**config.mk**
```make
export PLATFORM = sky130hd
export DESIGN_NAME = resp_misr_compactor
export DESIGN_NICKNAME = d
export VERILOG_FILES = /design/src/rtl/resp_misr_compactor.sv
export SDC_FILE = /design/constraint.sdc
export NUM_CORES = 1
export LEC_CHECK = 0
export CORE_MARGIN = 2
export CORE_UTILIZATION = 47
export DETAILED_ROUTE_END_ITERATION = 6
export PLACE_DENSITY = 0.91
export SETUP_SLACK_MARGIN = 0.15
export SLEW_MARGIN = 20
export SYNTH_ARGS = -nofsm -noshare
export SYNTH_HDL_FRONTEND = slang
export SYNTH_SLANG_ARGS = --single-unit
```
**constraint.sdc**
```tcl
create_clock -name clk -period 4.6 [get_ports clk]
set_clock_uncertainty 0.1 [all_clocks]
set_input_delay 0.92 -clock clk [delete_from_list [all_inputs] [get_ports clk]]
set_output_delay 0.92 -clock clk [all_outputs]
set_load 0.1 [all_outputs]
```
**src/rtl/resp_misr_compactor.sv**
```systemverilog
// resp_misr_compactor: compacts the CUT response stream into a Galois-form MISR
// and compares the final signature against a golden value after a fixed number
// of accepted responses. The single pass bit replaces per-pattern comparison.
`timescale 1ns/1ps
module resp_misr_compactor #(
   parameter int unsigned           WIDTH        = 16,
   parameter int unsigned           IN_WIDTH     = 1,
   parameter logic [WIDTH-1:0]      POLY         = 16'h002D,
   parameter logic [WIDTH-1:0]      SEED         = 16'h0000,
   parameter int unsigned           NUM_PATTERNS = 16,
   localparam int unsigned          CW           = $clog2(NUM_PATTERNS + 1)
) (
   input  logic                clk,
   input  logic                rst,
   input  logic                start,
   input  logic                resp_valid,
   input  logic [IN_WIDTH-1:0] resp_in,
   output logic                resp_ready,
   input  logic [WIDTH-1:0]    golden,
   output logic [WIDTH-1:0]    signature,
   output logic [CW-1:0]       pat_cnt,
   output logic                busy,
   output logic                done,
   output logic                pass
);

   typedef enum logic [1:0] {
      IDLE = 2'd0,
      RUN  = 2'd1,
      DONE = 2'd2
   } state_t;

   localparam logic [CW-1:0] LAST_CNT = CW'(NUM_PATTERNS - 1);

   state_t           state;
   state_t           state_next;
   logic             load_seed;
   logic             accept;
   logic             last_accept;
   logic [WIDTH-1:0] in_ext;
   logic [WIDTH-1:0] misr_next;
   logic             fb;

   // Zero-extend the response word and compute the Galois MISR step.
   always_comb begin
      in_ext                = '0;
      in_ext[IN_WIDTH-1:0]  = resp_in;
      fb                    = signature[WIDTH-1];
      misr_next             = '0;
      misr_next[0]          = (POLY[0] & fb) ^ in_ext[0];
      for (int unsigned i = 1; i < WIDTH; i++) begin
         misr_next[i] = signature[i-1] ^ (POLY[i] & fb) ^ in_ext[i];
      end
   end

   // State register; reset forces IDLE from any state.
   always_ff @(posedge clk) begin
      if (rst) begin
         state <= IDLE;
      end else begin
         state <= state_next;
      end
   end

   // Next-state logic and datapath control strobes.
   always_comb begin
      state_next  = state;
      load_seed   = 1'b0;
      accept      = 1'b0;
      last_accept = 1'b0;
      resp_ready  = 1'b0;
      busy        = 1'b0;
      done        = 1'b0;
      unique case (state)
         IDLE: begin
            if (start) begin
               load_seed  = 1'b1;
               state_next = RUN;
            end
         end
         RUN: begin
            resp_ready = 1'b1;
            busy       = 1'b1;
            if (resp_valid) begin
               accept = 1'b1;
               if (pat_cnt == LAST_CNT) begin
                  last_accept = 1'b1;
                  state_next  = DONE;
               end
            end
         end
         DONE: begin
            done = 1'b1;
            if (start) begin
               load_seed  = 1'b1;
               state_next = RUN;
            end
         end
         default: begin
            state_next = IDLE;
         end
      endcase
   end

   // Signature, accept counter and pass flag; everything holds without a strobe.
   always_ff @(posedge clk) begin
      if (rst) begin
         signature <= SEED;
         pat_cnt   <= '0;
         pass      <= 1'b0;
      end else if (load_seed) begin
         signature <= SEED;
         pat_cnt   <= '0;
         pass      <= 1'b0;
      end else if (accept) begin
         signature <= misr_next;
         pat_cnt   <= pat_cnt + 1'b1;
         if (last_accept) begin
            pass <= (misr_next == golden);
         end
      end
   end

endmodule

```
==> summary.txt <==
STA
  – Final Hold Vio Count: 0
  – Fin crit period: about 3.2 ns
  – Relative slew margins: around 33%
  – Slew Viols, Final: 0
  – Period utilization: 70.6%
  – Unrepaired setup endpoints after global routing: false
  – # setup viols final: 0
  – Fmax: just over 0.3 GHz
  – TNS Setup: 0 ns
  – Slew @ Worst Pin: roughly 0.99 ns

Routing
  – DRT antenna net count: 0
  – DR WL/cell: between 10 and 15 um
  – Met3 Wirelength: roughly 150 um
  – Routed wire length: between 2000 and 3000 um
  – DR WL met2: about 1400 um
  – DR vias/cell: around 5.2
  – Via Count: ~1100
  – Initial DRT Pass Iterations: 4
  – Starting DRT DRC Count: 26
  – DRT met1 WL: 1200 um
  – DRC Markers: 0
  – Highest Signal Layer: met3

Clocking
  – Total CTS buffers: 3
  – Worst-Skew Late Latency: 0.30 ns
  – Max clock buf depth: 2
  – Post-CTS setup buffer count: 0
  – Post_cts resized: 0
  – Sink Count: 24
  – Root buffer cell: clkbuf_4
  – CTS Hold Buffers Added: 0
  – H-Tree Depth: 1
  – CTS tree: done
  – Clock transition at path regs: 0.11 ns

Die
  – Initial Util: 50.6%
  – Die Span Y: roughly 56 um
  – Row count: 18
  – Core area: between 2000 and 3000 um2
  – Die area: approximately 3100 um2
  – Width of the die: around 56 um
  – I/O pin count: 46

Critical path
  – WP data required: ~3.6 ns
  – Startpoint Class: flip-flop
  – Critical-path maximum fanout: 5
  – Critical path class: flip-flop to output pin
  – Crit path arrival time: about 2.2 ns
  – Critical Path End Type: output pin

Synthesis
  – Syn Nets: 174
  – Seq/Total Area, Yosys: a little under two fifths
  – Ys Warns: 0
  – Synthesized flop and latch total: 24
  – Synth Cell Area: between 1000 and 1500 um2
  – Synth top area share: a little under two fifths
  – Syn Inst Count: 151
  – Synth area leader: dfxtp_1
  – Synth area leaders: dfxtp_1 (38%), xor2_1 (10%), nand2_1 (8.8%)
  – Synth unique cells: 29
  – Avg Cell Area, Syn: 8.45 um2

Global route
  – Largest net degree at the start of global routing: 27
  – First-pass GRT wire length: between 4000 and 5000 um
  – Initial antenna violation count: 0
  – Vias in the first global route: about 1000
  – GRT Overall Usage: ~18%
  – Grt total ovfl: 0

Outcome
  – Status: completed

Layout
  – Most frequent cells in the layout: clkdlybuf4s50_1 (45), nand2_1 (30), dfxtp_1 (24)
  – Final Net Count: 204
  – Area grow syn2layout: 29.4%
  – Layout cells sized above 1: approximately 2.8%
  – Fill count: approximately 210
  – Commonest non-fill, non-tap cell in the layout: clkdlybuf4s50_1
  – # diodes: 0

Pwr
  – Power Density: 232 nW/um2
  – Highest ir drop seen on vdd: between 0.00015 and 0.0002 V
  – Combinational group share of total power: a little over a fifth
  – Leakage: just under 0.6 nW
  – Net load switching power: approximately 0.11 mW
  – Pwr Total: 0.383 mW
  – Power share of the clock group: between 20 and 25%
  – Sw Share: between 20 and 30%
  – Sequential Power Share: between 50% and 60%
  – Pint: around 0.27 mW

Placed design
  – RePlAce Congestion: 0.721
  – Port Buffers: 45
  – Hpwl dp: between 2000 and 2500 um

Worst hold path
  – Hold WC Path Type: flip-flop to flip-flop

Run
  – Max-Cap Viols: 0
-- cell families after synthesis --
logic type	Yosys count	share of synthesized area [%]
xor gates and xnor gates	21	15.6
buffers and inverters	22	11.2
AOI/OAI and AO/OA	25	11.8
adders and majority gates	2	1.96
and+or+nand+nor	57	21.9
DFF	24	37.6
-- worst paths after layout --
check,end,cells past startpoint,slack [ns],startpoint
setup / recovery,resp_ready,2,1.35,state[0]$_SDFFE_PP0P_
hold reg to reg,pass$_SDFFE_PP0P_,2,0.38,pass$_SDFFE_PP0P_
hold / removal,pass$_SDFFE_PP0P_,2,0.38,pass$_SDFFE_PP0P_
setup reg to reg,pat_cnt[3]$_SDFFE_PP0P_,4,2.74,state[0]$_SDFFE_PP0P_
-- Yosys cell counts --
| library cell | count |
|---|---|
| nor4_2 | 1 |
| buf_4 | 13 |
| nor2_1 | 10 |
| buf_2 | 3 |
| o211ai_1 | 1 |
| a21oi_1 | 15 |
| ha_1 | 2 |
| clkbuf_1 | 3 |
| nand4b_1 | 1 |
| a2111oi_0 | 1 |
| nand2_1 | 30 |
| and3_1 | 1 |
| nor4_4 | 1 |
| dfxtp_1 | 24 |
| and3b_1 | 1 |
| o221ai_1 | 1 |
| buf_6 | 1 |
| o21ai_1 | 1 |
| inv_1 | 2 |
| nor2b_1 | 5 |
| or2_1 | 1 |
| a211oi_1 | 6 |
| nor3_1 | 2 |
| nand4_1 | 2 |
| xor2_1 | 15 |
| xnor2_1 | 5 |
| nand3_1 | 1 |
| nand2b_1 | 1 |
| xor3_1 | 1 |
-- per-layer routing --
layer | up-vias | global-route usage (%)
li1 | 547 | -
met1 | 509 | 22.5
met2 | 39 | 29.2
met3 | 0 | 4.42
met4 | 0 | 7.14
met5 | - | 0
-- flip-flops by register name, indices dropped and copies added (netlist names) --
| register | count |
|---|---|
| pass | 1 |
| pat_cnt | 5 |
| signature | 16 |
| state | 2 |
-- area by class of cell --
cell class                      count  area (um2)  area share [%]
Tap cell                           30        37.5            2.27
Multi-Input combinational cell    105         653            39.5
Timing Repair Buffer               45         450            27.3
Inverter                            2        7.51           0.455
Sequential cell                    24         480            29.1
Clock buffer                        3        22.5            1.36
-- worst max-delay path, stage by stage, from the launching register on --
cell and delay [ns]:
dfxtp_1 0.42, nor2b_1 0.30, clkdlybuf4s50_1 1.21
-- power by group through the flow --
| stage | clock network [mW] | logic, mW | registers, mW |
|---|---|---|---|
| after detailed placement | 0 | 0.0823 | 0.219 |
| after floorplan | 0 | 0.0462 | 0.227 |
| after global routing | 0.0988 | 0.0871 | 0.215 |
| after global placement | 0 | 0.0807 | 0.219 |
| final | 0.0857 | 0.0823 | 0.214 |
| after CTS | 0.0893 | 0.0826 | 0.214 |
-- through the flow --
| stage | setup slack (ns) | utilization (%) | cell area [um2] | instances | hold slack, ns |
|---|---|---|---|---|---|
| after global placement | 1.82 | 64.6 | 1630 | 206 | 0.360 |
| after floorplan | 1.27 | - | 1280 | 151 | 0.369 |
| after detailed placement | 1.69 | 64.6 | 1630 | 206 | 0.361 |
| after global routing | 1.30 | 65.5 | 1650 | 209 | 0.404 |
| final | 1.35 | 65.5 | 1650 | 209 | 0.376 |
| after CTS | 1.37 | 65.5 | 1650 | 209 | 0.379 |
No activity file was read; power rests on OpenSTA's default activity.
==> variant 1 (config.mk and constraints unchanged) <==
Compare `pat_cnt` against `LAST_CNT` with >= in place of ==.
--- a/src/rtl/resp_misr_compactor.sv
+++ b/src/rtl/resp_misr_compactor.sv
@@ -85,3 +85,3 @@
                accept = 1'b1;
-               if (pat_cnt == LAST_CNT) begin
+               if (pat_cnt >= LAST_CNT) begin
                   last_accept = 1'b1;
Formal check against the unedited RTL: same outputs for any inputs over 10 cycles, from zero or initial values and one cycle with rst high; that may be too few to reach the edited logic, so the function may still have changed.
==> variant 1 against the unedited design <==
  * Synthesized area rose by 0.98%
  * Final area increased by 0.53%
  * First-iteration DRC count increased by 3.8%
  * Clock power grew 5.1%
  * Sequential cell count unchanged
  * Via count grew 1.6%
  * Routed wire length up 4.7%
  * Total power is 2.4% higher
  * Global-route usage up 0.51 points
  * Worst setup slack gained 0.092 ns
  * Core utilization is 0.24 points lower
  * Critical endpoint unchanged
  * Largest cell class unchanged
  * Highest routed layer is now met4
==> variant 1: results (changes against the unedited design) <==
Finish
  • Final nets: 206 (+0.98%)
  • Layout cells sized above 1: 4.42% (+1.6 points)

Global route
  • Largest net degree at the start of global routing: 28 (+3.7%)
  • Met1 Usage GRT: 23.2% (+0.64 points)
  • Vias in the first global route: 1043 (+2.0%)
  • GRT Total Usage: 18.4% (+0.51 points)
  • GR Util met2: 32.3% (+3.0 points)
  • First-pass GRT wire length: 4.69 mm (+3.5%)
  • GR Util met3: 3.23% (-1.2 points)

Power
  • LEAKAGE: 0.525 nW (-9.5%)
  • Maximum VDD drop: 0.208 mV (+4.6%)
  • P_sw: 117 uW (+5.5%)

Yosys
  • Synthesis warning total: 0 (unchanged)
  • Mux share of post-synthesis cell area: 0% (unchanged)
  • Synth Area in XOR/XNOR: 15.4% (-0.15 points)
  • Synth top area share: 37.3% (-0.37 points)
  • Post-synthesis sequential area ratio: 37.3% (-0.37 points)
  • Net Count, Synth: 176 (+1.1%)
  • Dominant cells by area after synthesis: dfxtp_1 37%, xnor2_1 11%, nand2_1 8.7%
  • Commonest cells post-synth: 30 x nand2_1, 24 x dfxtp_1, 16 x a21oi_1, 16 x xnor2_1, 14 x buf_4
  • Adder-cell share of the synthesized area: 1.94% (-0.019 points)
  • Compound-Gate Fraction of Synth Area: 14.1% (+2.3 points)

Worst hold path
  • Worst Hold Class: reg -> reg

Route
  • Vias: 1113 (+1.6%)
  • Top Layer Used: met4
  • Met1 WL: 1.22 mm (+2.2%)
  • Routed wl met3: 188 um (+25%)
  • Drt first-iter violations: 27 (+3.8%)
  • Final wirelength: 2.87 mm (+4.7%)
  • Routed met2 length: 1.43 mm (+2.8%)

Clocking
  • Clock-pin slew on the worst setup and hold paths: 0.12 ns
  • Clock Tree Buf Depth: 2 (unchanged)

Status
  • Outcome: finished clean

Placed design
  • DP HPWL: 2.19 mm (+6.0%)
  • RD Place Congestion: 0.799 (+11%)

Timing
  • Slew margin rel.: 34.4% (+0.88 points)

Setup path
  • CP arrival: 2.13 ns (-0.10 ns)
  • CP max FO: 4 (-1)
  • Max incr delay on CP: 1.18 ns (-0.03 ns)
[variant 1: cell types whose count changed after synthesis, sizes merged, moves of 2 or more]
cell / unedited run / this run
a22oi: 0 / 2
inv: 2 / 4
nand4: 2 / 5
nor2b: 5 / 1
nor3: 2 / 0
o31ai: 0 / 2
xnor2: 5 / 18
xor2: 15 / 3
[variant 1: path summary, 6_finish.rpt]
path | start | endpoint | slack (ns) | cells past startpoint
worst max-delay path | state[0] | resp_ready | 1.45 | 3
worst min-delay path | pass | pass | 0.40 | 2
worst max register to register | state[1] | pass | 2.57 | 5
worst min register to register | pass | pass | 0.40 | 2
[variant 1: power groups by stage]
stage               registers (mW)  clock network, mW  logic, mW
floorplan                    0.227                  0     0.0509
global placement             0.219                  0     0.0852
detailed placement           0.220                  0     0.0867
CTS                          0.215             0.0901     0.0872
global route                 0.215              0.100     0.0919
finish                       0.215             0.0901     0.0867
[variant 1: stage by stage]
stage | util (%) | cell area, um^2 | setup slack, ns | std cells | hold WS [ns]
finish | 65.2 | 1660 | 1.45 | 211 | 0.397
CTS | 65.2 | 1660 | 1.44 | 211 | 0.402
detailed placement | 64.4 | 1640 | 1.54 | 208 | 0.385
floorplan | - | 1290 | 1.36 | 153 | 0.370
global route | 65.2 | 1660 | 1.35 | 211 | 0.427
global placement | 64.4 | 1640 | 1.66 | 208 | 0.360
[variant 1: critical path, delay by kind of cell (launching register included)]
kind | cells | cell delay (ns)
flip-flops | 1 | 0.37
AND/OR/NAND/NOR | 1 | 0.20
buffers and inverters | 2 | 1.25
[variant 1: final cells by class]
class / count / area, um^2
clock buffers: 3 / 22.5
multi-input cells: 105 / 654
repair buffers: 45 / 450
flip-flops and latches: 24 / 480
well taps: 30 / 37.5
fillers: 219 / 885
inverters: 4 / 15.0
==> variant 2 (same flow settings) <==
Without the edit above. Change the parameter `NUM_PATTERNS` from 16 to 32.
--- a/src/rtl/resp_misr_compactor.sv
+++ b/src/rtl/resp_misr_compactor.sv
@@ -9,3 +9,3 @@
    parameter logic [WIDTH-1:0]      SEED         = 16'h0000,
-   parameter int unsigned           NUM_PATTERNS = 16,
+   parameter int unsigned           NUM_PATTERNS = 32,
    localparam int unsigned          CW           = $clog2(NUM_PATTERNS + 1)
Ports: changed (resized pat_cnt); port bits go from 46 to 47. The function was not compared with the original's and may differ.
==> variant 2 against the unedited design <==
  * Worst setup slack gained 0.17 ns
  * Total power grew 3.6%
  * Sequential power grew 4%
  * Die area grew 0.54%
  * Non-clock buffer count grew 1
  * Synthesized area grew 0.59%
  * Routed wire length shrank 3.5%
  * Combinational power shrank 4.7%
  * Via count grew 0.18%
  * Fmax grew 5.7%
  * Sequential cell count grew 1
  * Sequential share of layout area grew 0.78 points
  * Final area grew 1.4%
==> variant 2: results (changes against the unedited design) <==
Timing
  • Final hold slack: 0.376 ns (+0.000701 ns)
  • Pin slew with the least headroom to its limit: 0.972 ns (-0.0221 ns)
  • Final setup fails: 0 (unchanged)

Yosys
  • Synth Area in XOR/XNOR: 16.4% (+0.79 points)
  • Dominant cells by area after synthesis: dfxtp_1 39%, xnor2_1 8.9%, nand2_1 8.5%
  • Commonest cells post-synth: 29 x nand2_1, 25 x dfxtp_1, 16 x a21oi_1
  • Adder-cell share of the synthesized area: 0.975% (-0.99 points)
  • Net Count, Synth: 177 (+1.7%)
  • Compound-Gate Fraction of Synth Area: 10.0% (-1.7 points)
  • Post-synthesis sequential area ratio: 39.0% (+1.3 points)

Route
  • Drt pass-1 iters: 4 (unchanged)
  • Drt first-iter violations: 30 (+15%)
  • Final wirelength: 2.64 mm (-3.5%)
  • Vias per cell: 5.13 (-2.2%)

Setup path
  • Reg2Reg Depth: 5 (+1)
  • CP arrival: 2.05 ns (-0.18 ns)
  • FF-to-FF setup slack: 2.48 ns (-0.26 ns)
  • Reg-to-reg endpoint: pat_cnt[5]

Worst hold path
  • Hold path depth: 2 (unchanged)
  • Hold Crit Start: pass

Placed design
  • Dpl ws: 1.65 ns (-0.0337 ns)
  • RD Place Congestion: 0.770 (+6.7%)
  • DP Area: 0.00165 mm^2 (+1.2%)
  • Buffers on Ports: 46 (+2.2%)
  • DP HPWL: 2.01 mm (-2.5%)

Finish
  • Layout cells sized above 1: 3.26% (+0.47 points)
  • Filler instances: 196 (-5.3%)
  • Final nets: 207 (+1.5%)
  • Regs by FF count: signature: 16 flops, pat_cnt: 6 flops, state: 2 flops

Global route
  • Vias in the first global route: 1043 (+2.0%)
  • GRT Total Usage: 17.6% (-0.28 points)
  • Antenna violations before repair: 0 (unchanged)

Status
  • Outcome: finished clean

Power
  • LEAKAGE: 0.567 nW (-2.4%)
  • Internal cell power: 283 uW (+4.1%)
  • Maximum VDD drop: 0.161 mV (-19%)

Clocking
  • Clock Tree Buf Depth: 2 (unchanged)
  • Clock-pin slew on the worst setup and hold paths: 0.13 ns (+0.02 ns)
variant 2: cell count changes after synthesis, moves of 2 or more:
cell and change:
a211oi_1 -2, xnor2_1 +8, xor2_1 -4, nor2b_1 -4, nand4_1 +3, nand3_1 +2
variant 2: logic make-up (layout without fill, tap and decap cells):
| family | after synthesis | count (layout) |
|---|---|---|
| and+or+nand+nor | 59 | 59 |
| DFF | 25 | 25 |
| xor gates and xnor gates | 24 | 24 |
| AOI/OAI and AO/OA | 23 | 23 |
| buffers and inverters | 23 | 52 |
| adders and majority gates | 1 | 1 |
variant 2: critical path, stage by stage, from the launching register on:
cell and delay (ns):
dfxtp_1 0.37, nor2b_4 0.21, clkdlybuf4s50_1 1.16
variant 2: cell type report:
type | count | area share, %
Clock inverter | 1 | 0.299
Clock buffer | 3 | 1.34
Multi-Input combinational cell | 107 | 38.3
Timing Repair Buffer | 46 | 27.5
Sequential cell | 25 | 29.9
Inverter | 2 | 0.448
Tap cell | 30 | 2.24
variant 2: worst max-delay path by stage:
stage	to	slack, ns	cells past startpoint
finish	busy	1.53	2
global route	signature[15]	1.45	1
CTS	busy	1.52	2
detailed placement	pat_cnt[5]	1.65	5
global placement	pat_cnt[5]	1.72	5
floorplan	resp_ready	2.28	2
variant 2: metal layers:
layer / GRT usage (%) / routed length, um
met3: 3.46 / 131
met2: 30.1 / 1340
met4: 6.46 / 41
met5: 0 / 0
met1: 21.9 / 1130
variant 2: metrics by stage:
| step | std cells | total power [mW] |
|---|---|---|
| detailed placement | 210 | 0.306 |
| CTS | 214 | 0.397 |
| global placement | 210 | 0.303 |
| floorplan | 155 | 0.280 |
| finish | 214 | 0.396 |
| global route | 214 | 0.413 |
variant 2: power groups by stage:
stage               clock network (mW)  registers [mW]  logic, mW
finish                          0.0953           0.223     0.0784
global placement                     0           0.227     0.0764
global route                     0.107           0.223     0.0834
floorplan                            0           0.233     0.0473
CTS                             0.0960           0.223     0.0787
detailed placement                   0           0.227     0.0786
